<file path="config.mk">
export PLATFORM = sky130hd
export DESIGN_NAME = prll_bs_rr_sched
export DESIGN_NICKNAME = d
export VERILOG_FILES = /design/src/rtl/prll_bs_pkg.sv /design/src/rtl/prll_bs_rr_sched_rr_pick.sv /design/src/rtl/prll_bs_rr_sched.sv
export SDC_FILE = /design/constraint.sdc
export NUM_CORES = 1
export LEC_CHECK = 0
export BUFFER_PORTS_ARGS = -buffer_cell sky130_fd_sc_hd__clkbuf_2
export CORE_ASPECT_RATIO = 1.75
export CORE_MARGIN = 8
export CORE_UTILIZATION = 56
export DETAILED_ROUTE_END_ITERATION = 8
export HOLD_SLACK_MARGIN = 0.15
export PLACE_DENSITY = 0.93
export REMOVE_ABC_BUFFERS = 1
export SYNTH_ARGS = -nofsm -noshare
export SYNTH_HDL_FRONTEND = slang
export SYNTH_SLANG_ARGS = --single-unit
</file>
<file path="constraint.sdc">
create_clock -name clk -period 21.7 [get_ports clk]
set_clock_uncertainty 0.05 [all_clocks]
set_input_delay 1.085 -clock clk [delete_from_list [all_inputs] [get_ports clk]]
set_output_delay 1.085 -clock clk [all_outputs]
set_load 0.03 [all_outputs]
</file>
<file path="src/rtl/prll_bs_pkg.sv">
// Shared types and default constants for the parallel-bus round-robin scheduler.
package prll_bs_pkg;

    typedef enum logic [1:0] {
        IDLE = 2'd0,
        POP  = 2'd1,
        PUSH = 2'd2
    } state_t;

    localparam int unsigned DEF_BITS      = 32;
    localparam int unsigned DEF_ID_W      = 8;
    localparam logic [7:0]  DEF_BROADCAST = {8{1'b1}};

endpackage

</file>
<file path="src/rtl/prll_bs_rr_sched_rr_pick.sv">
// Combinational round-robin picker: first set request at or after ptr, wrapping at n-1.
module rr_pick
    import prll_bs_pkg::*;
#(
    parameter int unsigned n = 9,
    parameter int unsigned w = 4
) (
    input  logic [n-1:0] req,
    input  logic [w-1:0] ptr,
    output logic         any,
    output logic [w-1:0] idx
);

    int unsigned cand;

    always_comb begin
        any  = 1'b0;
        idx  = '0;
        cand = 0;
        for (int unsigned i = 0; i < n; i++) begin
            cand = (32'(ptr) + i) % n;
            if (!any && req[w'(cand)]) begin
                any = 1'b1;
                idx = w'(cand);
            end
        end
    end

endmodule

</file>
<file path="src/rtl/prll_bs_rr_sched.sv">
// Shared-bus scheduler: pops one word from a round-robin winner, pushes it to its destination(s).
// Optional transfer/drop statistics when PRLL_BS_SCHED_STATS_EN is defined.
module prll_bs_rr_sched
    import prll_bs_pkg::*;
#(
    parameter int unsigned     drvrs     = 9,
    parameter int unsigned     bits      = DEF_BITS,
    parameter int unsigned     id_w      = DEF_ID_W,
    parameter logic [id_w-1:0] broadcast = id_w'(DEF_BROADCAST),
    localparam int unsigned    gw        = (drvrs > 1) ? $clog2(drvrs) : 1
) (
    input  logic                  clk,
    input  logic                  reset,
    input  logic [drvrs-1:0]      pndng,
    input  logic [drvrs*bits-1:0] D_pop,
    output logic [drvrs-1:0]      pop,
    output logic [drvrs-1:0]      push,
    output logic [bits-1:0]       D_push,
    output logic                  busy,
    output logic [gw-1:0]         grant_id
`ifdef PRLL_BS_SCHED_STATS_EN
    ,
    output logic [15:0]           xfer_cnt,
    output logic [15:0]           drop_cnt
`endif
);

    state_t           state;
    logic [gw-1:0]    rr_ptr;
    logic [bits-1:0]  data;
    logic             win_any;
    logic [gw-1:0]    win_idx;
    logic [drvrs-1:0] pop_next;
    logic [bits-1:0]  head;
    logic [id_w-1:0]  dest;
    logic [31:0]      dest_ext;
    logic [drvrs-1:0] push_next;
    logic             is_drop;

    rr_pick #(
        .n (drvrs),
        .w (gw)
    ) u_rr_pick (
        .req (pndng),
        .ptr (rr_ptr),
        .any (win_any),
        .idx (win_idx)
    );

    always_comb begin
        pop_next = '0;
        for (int unsigned d = 0; d < drvrs; d++)
            pop_next[d] = (gw'(d) == win_idx);
    end

    // Destination decode works on the granted driver's head word, valid throughout POP.
    always_comb begin
        head = '0;
        for (int unsigned d = 0; d < drvrs; d++)
            if (gw'(d) == grant_id)
                head = D_pop[d*bits +: bits];
        dest                 = head[bits-1 -: id_w];
        dest_ext             = '0;
        dest_ext[id_w-1:0]   = dest;
        push_next            = '0;
        is_drop              = 1'b0;
        if (dest == broadcast) begin
            for (int unsigned d = 0; d < drvrs; d++)
                push_next[d] = (gw'(d) != grant_id);
        end else if (dest_ext < 32'(drvrs)) begin
            for (int unsigned d = 0; d < drvrs; d++)
                push_next[d] = (32'(d) == dest_ext);
        end else begin
            is_drop = 1'b1;
        end
    end

    always_ff @(posedge clk or negedge reset) begin
        if (!reset) begin
            state    <= IDLE;
            rr_ptr   <= '0;
            grant_id <= '0;
            data     <= '0;
            pop      <= '0;
            push     <= '0;
            busy     <= 1'b0;
        end else begin
            case (state)
                IDLE: begin
                    push <= '0;
                    if (win_any) begin
                        grant_id <= win_idx;
                        pop      <= pop_next;
                        busy     <= 1'b1;
                        state    <= POP;
                    end
                end
                POP: begin
                    pop   <= '0;
                    data  <= head;
                    push  <= push_next;
                    state <= PUSH;
                end
                PUSH: begin
                    push   <= '0;
                    busy   <= 1'b0;
                    rr_ptr <= (grant_id == gw'(drvrs - 1)) ? '0 : grant_id + 1'b1;
                    state  <= IDLE;
                end
                default: begin
                    pop   <= '0;
                    push  <= '0;
                    busy  <= 1'b0;
                    state <= IDLE;
                end
            endcase
        end
    end

    assign D_push = data;

`ifdef PRLL_BS_SCHED_STATS_EN
    // Counted at the POP->PUSH edge, when the push vector is decided.
    always_ff @(posedge clk or negedge reset) begin
        if (!reset) begin
            xfer_cnt <= '0;
            drop_cnt <= '0;
        end else if (state == POP) begin
            if (push_next != '0 && xfer_cnt != '1)
                xfer_cnt <= xfer_cnt + 16'd1;
            if (is_drop && drop_cnt != '1)
                drop_cnt <= drop_cnt + 16'd1;
        end
    end
`endif

endmodule

</file>
==> key figures, run 1 <==
Place
  • IO buf count: between 300 and 400
  • RD Place Congestion: between 1 and 1.5
  • HPWL Detailed: approximately 38000 um

Critical path
  • Critical Path RT: 21880 ps
  • Most frequent cell on the critical path: ha_1
  • CP startpoint: rr_ptr[0]
  • RR Startpoint: rr_ptr[0]
  • Arrival time at the worst endpoint: 7040 ps
  • Worst setup path class: reg -> reg
  • Worst path slowest cell: dfrtp_4
  • Worst Setup Start Kind: register
  • Reg2reg setup slack: 14840 ps
  • CP endpoint kind: register
  • Max incr delay on CP: around 750 ps
  • Crit Path Max Fanout: 36
  • RR Endpoint: pop[4]
  • Crit-path cells: inv_1 > ha_1 > buf_4 > inv_1 > ha_1 > nor3_1 > a21boi_2 > xnor2_1 > ha_1 > nor2b_1 > o21ai_0 > a22oi_2 > o311ai_0 > a21oi_1 > o21ai_2 > and2_1 > a22oi_1 > nor2_1 > o32ai_2 > nor2_1 > a32o_1
  • Crit path to: pop[4]
  • Worst R2R Path Depth: 21

STA
  • Slew Limit Fails: 0
  • Final setup fails: 0
  • RSZ-0062 raised after global routing: no
  • Minimum clock period: 6860 ps
  • Max Clk Rate: between 100 and 150 MHz
  • Period Utilization, post-route: 0.316
  • Setup_tns: 0 ps
  • Hold Vio Cnt, Final: 0
  • Max-slew headroom: 0.298
  • Slew of the pin with the lowest slew margin: slightly above 1000 ps

GRT
  • Grt ovf: 0
  • Largest net degree at the start of global routing: 66
  • Initial antenna violation count: 2
  • Overall routing resource usage: 0.425
  • Vias in the first global route: 12400
  • Global-route wire length before repair: ~70000 um

Job
  • MaxCap Viol Count: 0

Clocking
  • Depth of the CTS H-tree: 3
  • Hold buffer count at cts: 0
  • CTS buffer count: 9
  • Post-CTS Setup Bufs: 0
  • Root buf cell: clkbuf_16
  • Clock sink count: slightly above 60
  • Cts repair resizes: 0
  • Clock Path Buffers: 2
  • Skew-Pair Late Insertion Delay: between 300 and 400 ps
  • CTS tree: built
  • Clock transition at path regs: ~60 ps

Cells and area
  • Multi-input gate area in the final layout: roughly 7600 um2
  • Layout area overhead: 20.8%
  • Sequential cell area: approximately 1500 um2
  • Share of cells above drive strength 1: 0.291
  • FILL cells: roughly 1500
  • # nets final: between 1500 and 2000

Detailed routing
  • Drt initial violations: about 1600
  • Via-to-Cell Ratio: 6.90
  • Vias: 12800
  • Pre-antenna DRT Iters: 7
  • Post-DR wirelength/cell: roughly 26 um
  • DRT Wirelength: a little under 50000 um
  • Residual DRC: 0
  • Post-DRT Antenna Nets: 0

Floorplan
  • I/O pin cnt: approximately 350
  • Starting Density: 0.567
  • Core Region: 17300 um2
  • Die Ht: ~190 um
  • Die Width: approximately 120 um
  • Placement Rows: 64
  • Die area: around 22000 um2

Synthesis
  • Yosys top cell by area: dfrtp_1
  • Post-synthesis register bit count: approximately 60
  • Mapped Cells: 1339
  • Cell variety after synth: between 100 and 150
  • Syn Std Cell Area: between 9000 and 10000 um2
  • Share of the synthesized area in the top cell type: 0.156
  • YS warnings: 0
  • Fraction of registers with async set/reset: 1.00
  • Post-synth EDFFs: 0
  • Largest cells by area after synthesis: dfrtp_1 (16%), ha_1 (6.9%), a21oi_1 (6.3%), nor2_1 (6.0%), a221oi_1 (5.8%)
  • Dominant synthesized flop cell: dfrtp_1
  • Seq/Total Area, Yosys: 0.156
  • Synthesized area per cell: 7.33 um2

Outcome
  • Status: completed

Hold path
  • Hold Crit Class: reg -> reg
==> Yosys cell counts (all sizes together), types with 9 or more instances <==
cell type,n
or3,10
nand3,34
a221oi,65
o211ai,20
a211o,10
o22ai,12
mux2i,15
nor2,158
nand2b,25
o21ai,82
a31oi,17
mux2,12
nor3,53
a32o,9
buf,34
a22oi,12
a22o,12
nand3b,12
a211oi,47
o31ai,10
and2,20
clkbuf,72
ha,54
dfrtp,61
nor2b,13
xnor2,18
a21oi,126
nand2,102
or2,9
xor2,10
inv,49
==> layer usage <==
metal	track usage	wire length (um)
met1	0.474	16700
met4	0.269	3250
met5	0	21
met2	0.675	22300
met3	0.146	6230
==> metrics by stage <==
stage / util / cells / setup slack, ps / hold slack (ps) / cell area, um2
detailed placement: 0.668 / 1836 / 15030 / 419 / 11600
global route: 0.685 / 1853 / 14470 / 449 / 11900
floorplan: - / 1233 / 14450 / 411 / 9340
CTS: 0.685 / 1852 / 15030 / 433 / 11900
finish: 0.685 / 1853 / 14840 / 430 / 11900
global placement: 0.668 / 1836 / 15260 / 412 / 11600
==> cells by family after synthesis <==
logic type | synth area share
flip-flops | 0.156
multiplexers | 0.0474
buffers and inverters | 0.0675
adder cells (fa/ha/maj) | 0.0689
AO/OA/AOI/OAI | 0.382
AND/OR/NAND/NOR | 0.250
XOR/XNOR | 0.0292
==> cells in the final DEF (no fill, tap or decap), drive strengths merged, types with 18 or more instances in the layout <==
| cell | n |
|---|---|
| a211oi | 47 |
| a21oi | 126 |
| a221oi | 65 |
| and2 | 20 |
| buf | 20 |
| clkbuf | 361 |
| dfrtp | 61 |
| ha | 54 |
| inv | 50 |
| nand2 | 102 |
| nand2b | 25 |
| nand3 | 34 |
| nor2 | 158 |
| nor3 | 53 |
| o211ai | 20 |
| o21ai | 82 |
| xnor2 | 18 |
==> sequential cells by signal (all words and copies together) (netlist names) <==
name and flops:
rr_ptr 4, push 9, pop 9, grant_id 4
D_push 32, busy 1, state 2
==> layout make-up <==
cell class | instances | area share
multi-input combinational | 1122 | 0.644
timing repair buffer | 372 | 0.161
sequential | 61 | 0.129
tap | 231 | 0.0244
clock buffer | 9 | 0.0190
inverter | 50 | 0.0158
clock inverter | 7 | 0.00633
antenna | 1 | 0.000211
==> worst max-delay path: cells and delay by family, from the launching register on <==
family | cells | cell delay, ps
AOI/OAI and AO/OA | 9 | 2280
buffers and inverters | 3 | 1040
and+or+nand+nor | 5 | 1040
adders and majority gates | 3 | 1030
DFF | 1 | 750
xor gates and xnor gates | 1 | 530
==> worst min-delay path by stage <==
stage | endpoint | start | cells past startpoint | slack, ps
global route | D_push[3] | D_push[3] | 2 | 450
floorplan | pop[8] | state[0] | 1 | 410
finish | D_push[3] | D_push[3] | 2 | 430
detailed placement | D_push[6] | D_push[6] | 2 | 420
global placement | D_push[6] | D_push[6] | 2 | 410
CTS | D_push[6] | D_push[6] | 2 | 430
Power of run 1 is not shown: default switching activity piles up to over one toggle a cycle in this logic, so the estimate is an artifact.
==> inputs of run 2 (changes only) <==
Settings changed: CORE_UTILIZATION 56 to 52, PLACE_DENSITY 0.93 to 0.87.
Clock period 21.7 ns to 7.19 ns, I/O delays scaled along.
==> run 2 against run 1 <==
Net effect:
- critical endpoint is now pop[0]
- cell count grew 1.2%
- design area grew 0.70%
- worst hold slack lost 280 ps
- first-iteration DRC count shrank 16%
- wire length grew 1.2%
- highest routed layer unchanged
- register-to-register slack lost 14000 ps
- non-clock buffer count grew 15
==> key figures, run 2 (synthesized netlist as in run 1, its figures left out) <==
Outcome
  • Status: completed

Critical path
  • CP startpoint: rr_ptr[0]
  • CP endpoint kind: register
  • Worst Setup Start Kind: register
  • Crit-path cells: buf_4 > ha_1 > xor2_4 > ha_1 > nor2_1 > a31oi_1 > a21oi_1 > nor2_1 > ha_1 > or3b_2 > a21oi_1 > a311oi_1 > or4_4 > and2_4 > and3_1 > o211a_4 > a211oi_4 > nand4_4 > a211o_1 > o311a_1 > or3b_1 > o2bb2ai_1
  • Worst path slowest cell: ha_1
  • Most frequent cell on the critical path: ha_1
  • Worst R2R Path Depth: 22
  • RR Endpoint: pop[0]
  • Crit path buffers/inverters: 1
  • Critical Path RT: roughly 7400 ps
  • RR Startpoint: rr_ptr[0]
  • Crit Path Max Fanout: 34
  • Arrival time at the worst endpoint: between 6000 and 7000 ps
  • Reg2reg setup slack: roughly 1000 ps
  • Crit path to: pop[0]
  • Max incr delay on CP: 480 ps
  • WP depth: 22
  • Critical path's top delay family: simple AND/OR/NAND/NOR gates
  • Worst setup path class: reg -> reg

STA
  • Minimum clock period: 6140 ps
  • Max-slew headroom: 0.274
  • Hold Vio Cnt, Final: 0
  • RSZ-0062 raised after global routing: no
  • Final setup fails: 0
  • Final WS setup: 1050 ps
  • Period Utilization, post-route: 0.854
  • Max Clk Rate: around 160 MHz
  • Slew of the pin with the lowest slew margin: about 1100 ps
  • Slew Limit Fails: 0

Floorplan
  • I/O pin cnt: between 300 and 400
  • Die area: 23700 um2
  • Die Width: approximately 120 um
  • Placement Rows: 66
  • Starting Density: 0.528
  • Core Region: between 15000 and 20000 um2
  • Die Ht: slightly below 200 um

Clocking
  • Clock sink count: ~60
  • Hold buffer count at cts: 0
  • Clock Path Buffers: 2
  • Cts repair resizes: 0
  • CTS tree: built
  • Skew-Pair Late Insertion Delay: 350 ps
  • CTS buffer count: 9
  • Root buf cell: clkbuf_16
  • Clock transition at path regs: about 60 ps
  • Post-CTS Setup Bufs: 0
  • Depth of the CTS H-tree: 3

Cells and area
  • Final Instance Area: 11900 um2
  • Layout area overhead: 21.7%
  • Most common cell after layout, fill and taps aside: clkbuf_2
  • Share of cells above drive strength 1: 0.296
  • Max reg flops: 32
  • Commonest cells after routing, fill and taps aside: clkbuf_2 (353), nor2_1 (157), a21oi_1 (124), nand2_1 (101), o21ai_0 (70)
  • # nets final: 1984

Detailed routing
  • Vias: 12700
  • Drt initial violations: 1318
  • Post-DR wirelength/cell: approximately 26 um
  • Via-to-Cell Ratio: 6.75
  • Pre-antenna DRT Iters: 6
  • Residual DRC: 0
  • DRT Wirelength: just under 50000 um
  • Post-DRT Antenna Nets: 0

Place
  • HPWL Detailed: 38900 um
  • IO buf count: ~350
  • RD Place Congestion: approximately 1.1
  • Place WS: 1140 ps
  • Area after DPL: around 12000 um2

GRT
  • Met1 Usage GRT: 0.448
  • Grt ovf: 0
  • Grt peak-use layer: met2
  • Global-route wire length before repair: between 70000 and 80000 um
  • Grt met3 use: 0.114
  • Met2 usage in global routing: 0.663
  • Vias in the first global route: 12400
  • Largest net degree at the start of global routing: 66
  • Overall routing resource usage: 0.398
  • Initial antenna violation count: 3

Job
  • MaxCap Viol Count: 0

Hold path
  • Hold Crit Class: in -> async
[run 2: changes by cell type in the layout (fill, tap and decap cells not counted), sizes merged]
cell	change
clkbuf	+3
diode	+2
inv	-1
clkinvlp	-1
bufinv	-1
buf	+14
[run 2: worst min-delay path by stage]
stage	endpoint	slack, ps	cells after the start
global route	D_push[11]	230	2
CTS	pop[4]	180	2
finish	D_push[11]	150	2
detailed placement	D_push[15]	420	2
floorplan	D_push[0]	10	0
global placement	D_push[1]	410	2
[run 2: final cells by class]
cell class | count | area [um2]
antenna | 3 | 7.51
clock buffer | 11 | 233
clock inverter | 4 | 26.3
fill | 1776 | 6640
inverter | 50 | 188
multi-input combinational | 1122 | 7630
sequential | 61 | 1530
tap | 238 | 298
timing repair buffer | 387 | 2020
[run 2: routing by layer]
layer | vias to the layer above | wire (um)
met5 | - | 12
met4 | 2 | 2640
met3 | 162 | 5840
met2 | 882 | 23600
met1 | 5924 | 17000
li1 | 5689 | -
[run 2: through the flow]
step	hold WS [ps]	TNS, ps	util	cells
2_1_floorplan	13.9	-98.9	-	1233
3_3_place_gp	413	0	0.628	1858
3_5_place_dp	423	0	0.628	1858
4_1_cts	180	0	0.642	1873
5_1_grt	226	0	0.642	1875
6_report	149	0	0.642	1876
Power of run 2 is left out for the same reason.
==> inputs of run 3 (changes only) <==
Settings changed: CORE_ASPECT_RATIO 1.75 to unset.
==> run 3 against run 2 <==
Net effect:
- cell count shrank 0.37%
- global-route usage shrank 3.1 points
- design area grew 0.19%
- maximum frequency increased by 2.6%
- sequential cell count stayed put
==> key figures, run 3 (synthesized netlist as in run 1, its figures left out) <==
Critical path
  • Worst Setup Start Kind: register
  • Max incr delay on CP: ~480 ps
  • Reg2reg setup slack: between 1000 and 1500 ps
  • CP endpoint kind: register
  • Arrival time at the worst endpoint: 6200 ps
  • Critical Path RT: between 7000 and 8000 ps
  • Critical path's top delay family: simple AND/OR/NAND/NOR gates
  • Worst path slowest cell: or4_4
  • Crit-path cells: buf_4 > ha_1 > xor2_4 > ha_1 > nor2_1 > a31o_2 > nor3_1 > nor2_1 > ha_1 > or3b_2 > a21oi_1 > a311oi_1 > or4_4 > and2_4 > and3_1 > o211a_4 > a211oi_4 > nand4_4 > a211o_1 > o311a_1 > or3b_1 > o2bb2ai_1
  • Worst setup path class: reg -> reg
  • Crit path buffers/inverters: 1
  • Crit Path Max Fanout: 26
  • Most frequent cell on the critical path: ha_1

GRT
  • Global-route wire length before repair: between 60000 and 70000 um
  • Initial antenna violation count: 5
  • Vias in the first global route: ~12000
  • Grt ovf: 0
  • Largest net degree at the start of global routing: 67
  • Overall routing resource usage: 0.367

STA
  • Period Utilization, post-route: 0.833
  • Final setup fails: 0
  • Max Clk Rate: around 170 MHz
  • Slew Limit Fails: 0
  • Max-slew headroom: 0.244
  • Slew of the pin with the lowest slew margin: between 1000 and 1500 ps
  • RSZ-0062 raised after global routing: no
  • Final WS setup: approximately 1200 ps
  • Minimum clock period: roughly 6000 ps
  • Hold Vio Cnt, Final: 0

Cells and area
  • Layout area overhead: 21.9%
  • Final Instance Area: about 12000 um2
  • Commonest cells after routing, fill and taps aside: clkbuf_2 (352), nor2_1 (157), a21oi_1 (124), nand2_1 (100), o21ai_0 (70)
  • Max reg flops: 32
  • Share of cells above drive strength 1: 0.296
  • Most common cell after layout, fill and taps aside: clkbuf_2
  • # nets final: 1978

Floorplan
  • Die Ht: roughly 150 um
  • Starting Density: 0.528
  • I/O pin cnt: roughly 350
  • Die Width: roughly 150 um
  • Core Region: 18600 um2
  • Placement Rows: 50
  • Die area: about 24000 um2

Clocking
  • Cts repair resizes: 0
  • Skew-Pair Late Insertion Delay: 340 ps
  • Clock Path Buffers: 2
  • Clock sink count: about 60
  • Clock transition at path regs: approximately 60 ps
  • Post-CTS Setup Bufs: 0
  • Depth of the CTS H-tree: 3
  • CTS buffer count: 9
  • CTS tree: built
  • Root buf cell: clkbuf_16
  • Hold buffer count at cts: 0

Detailed routing
  • Residual DRC: 0
  • Drt initial violations: roughly 1300
  • Pre-antenna DRT Iters: 6
  • Via-to-Cell Ratio: 6.66
  • Post-DR wirelength/cell: between 20 and 25 um
  • Post-DRT Antenna Nets: 0
  • Vias: ~12000
  • DRT Wirelength: 45400 um

Place
  • HPWL Detailed: between 30000 and 40000 um
  • RD Place Congestion: between 1 and 1.5
  • Area after DPL: 11600 um2
  • IO buf count: approximately 350
  • Place WS: roughly 1300 ps

Hold path
  • Hold Crit Class: in -> async

Pwr
  • Leakage power: 5.50 nW
  • Power density cells: about 710 nW/um2
  • Total power: approximately 0.0085 W
  • Peak supply drop: between 0.3 and 0.4 mV

Job
  • MaxCap Viol Count: 0

Outcome
  • Status: completed
==> run 3: cell types whose count changed in the layout (fill, tap and decap cells not counted) <==
| cell | before | now |
|---|---|---|
| inv_6 | 0 | 1 |
| bufinv_16 | 0 | 2 |
| buf_2 | 0 | 1 |
| diode_2 | 3 | 5 |
| nand2_2 | 1 | 2 |
| clkbuf_1 | 2 | 0 |
| buf_4 | 34 | 28 |
| clkinv_4 | 1 | 2 |
| nand2_1 | 101 | 100 |
| clkbuf_2 | 353 | 352 |
| clkinv_2 | 2 | 1 |
==> run 3: path summary, 6_finish.rpt <==
kind | startpoint | cells after the start | to
setup / recovery | rr_ptr[1] | 22 | pop[2]
hold / removal | reset | 2 | busy
setup reg to reg | rr_ptr[1] | 22 | pop[2]
hold reg to reg | D_push[4] | 2 | D_push[4]
max in group asynchronous | reset | 2 | rr_ptr[0]
min in group clk | D_pop[268] | 3 | D_push[12]
==> run 3: metrics by stage <==
stage / std cells / TNS, ps / util / hold slack [ps]
after global routing: 1869 / 0 / 0.644 / 204
after CTS: 1864 / 0 / 0.643 / 168
after floorplan: 1233 / -98.9 / - / 13.9
after global placement: 1848 / 0 / 0.626 / 414
after detailed placement: 1848 / 0 / 0.626 / 421
final: 1869 / 0 / 0.644 / 131
==> run 3: cell type report <==
cell class	instances	area (um2)
inverter	50	188
fill	1708	6620
sequential	61	1530
clock inverter	7	98.8
clock buffer	9	225
tap	234	293
antenna	5	12.5
multi-input combinational	1122	7640
timing repair buffer	381	1980
==> run 3: metal layers <==
layer  part of all wire  GRT usage  vias up
li1                   -          -     5679
met1               0.37      0.427     5767
met2               0.47      0.592      854
met3               0.11      0.100      149
met4              0.060      0.226        0
met5                  0          0        -
==> run 3: where the power goes <==
part	switching, W	total, W	internal, W
Sequential	0.000121	0.000599	0.000478
Combinational	0.00463	0.00739	0.00276
Clock	0.000184	0.000489	0.000305
Total	0.00493	0.00848	0.00355
Power figures use the tool's default switching activity.
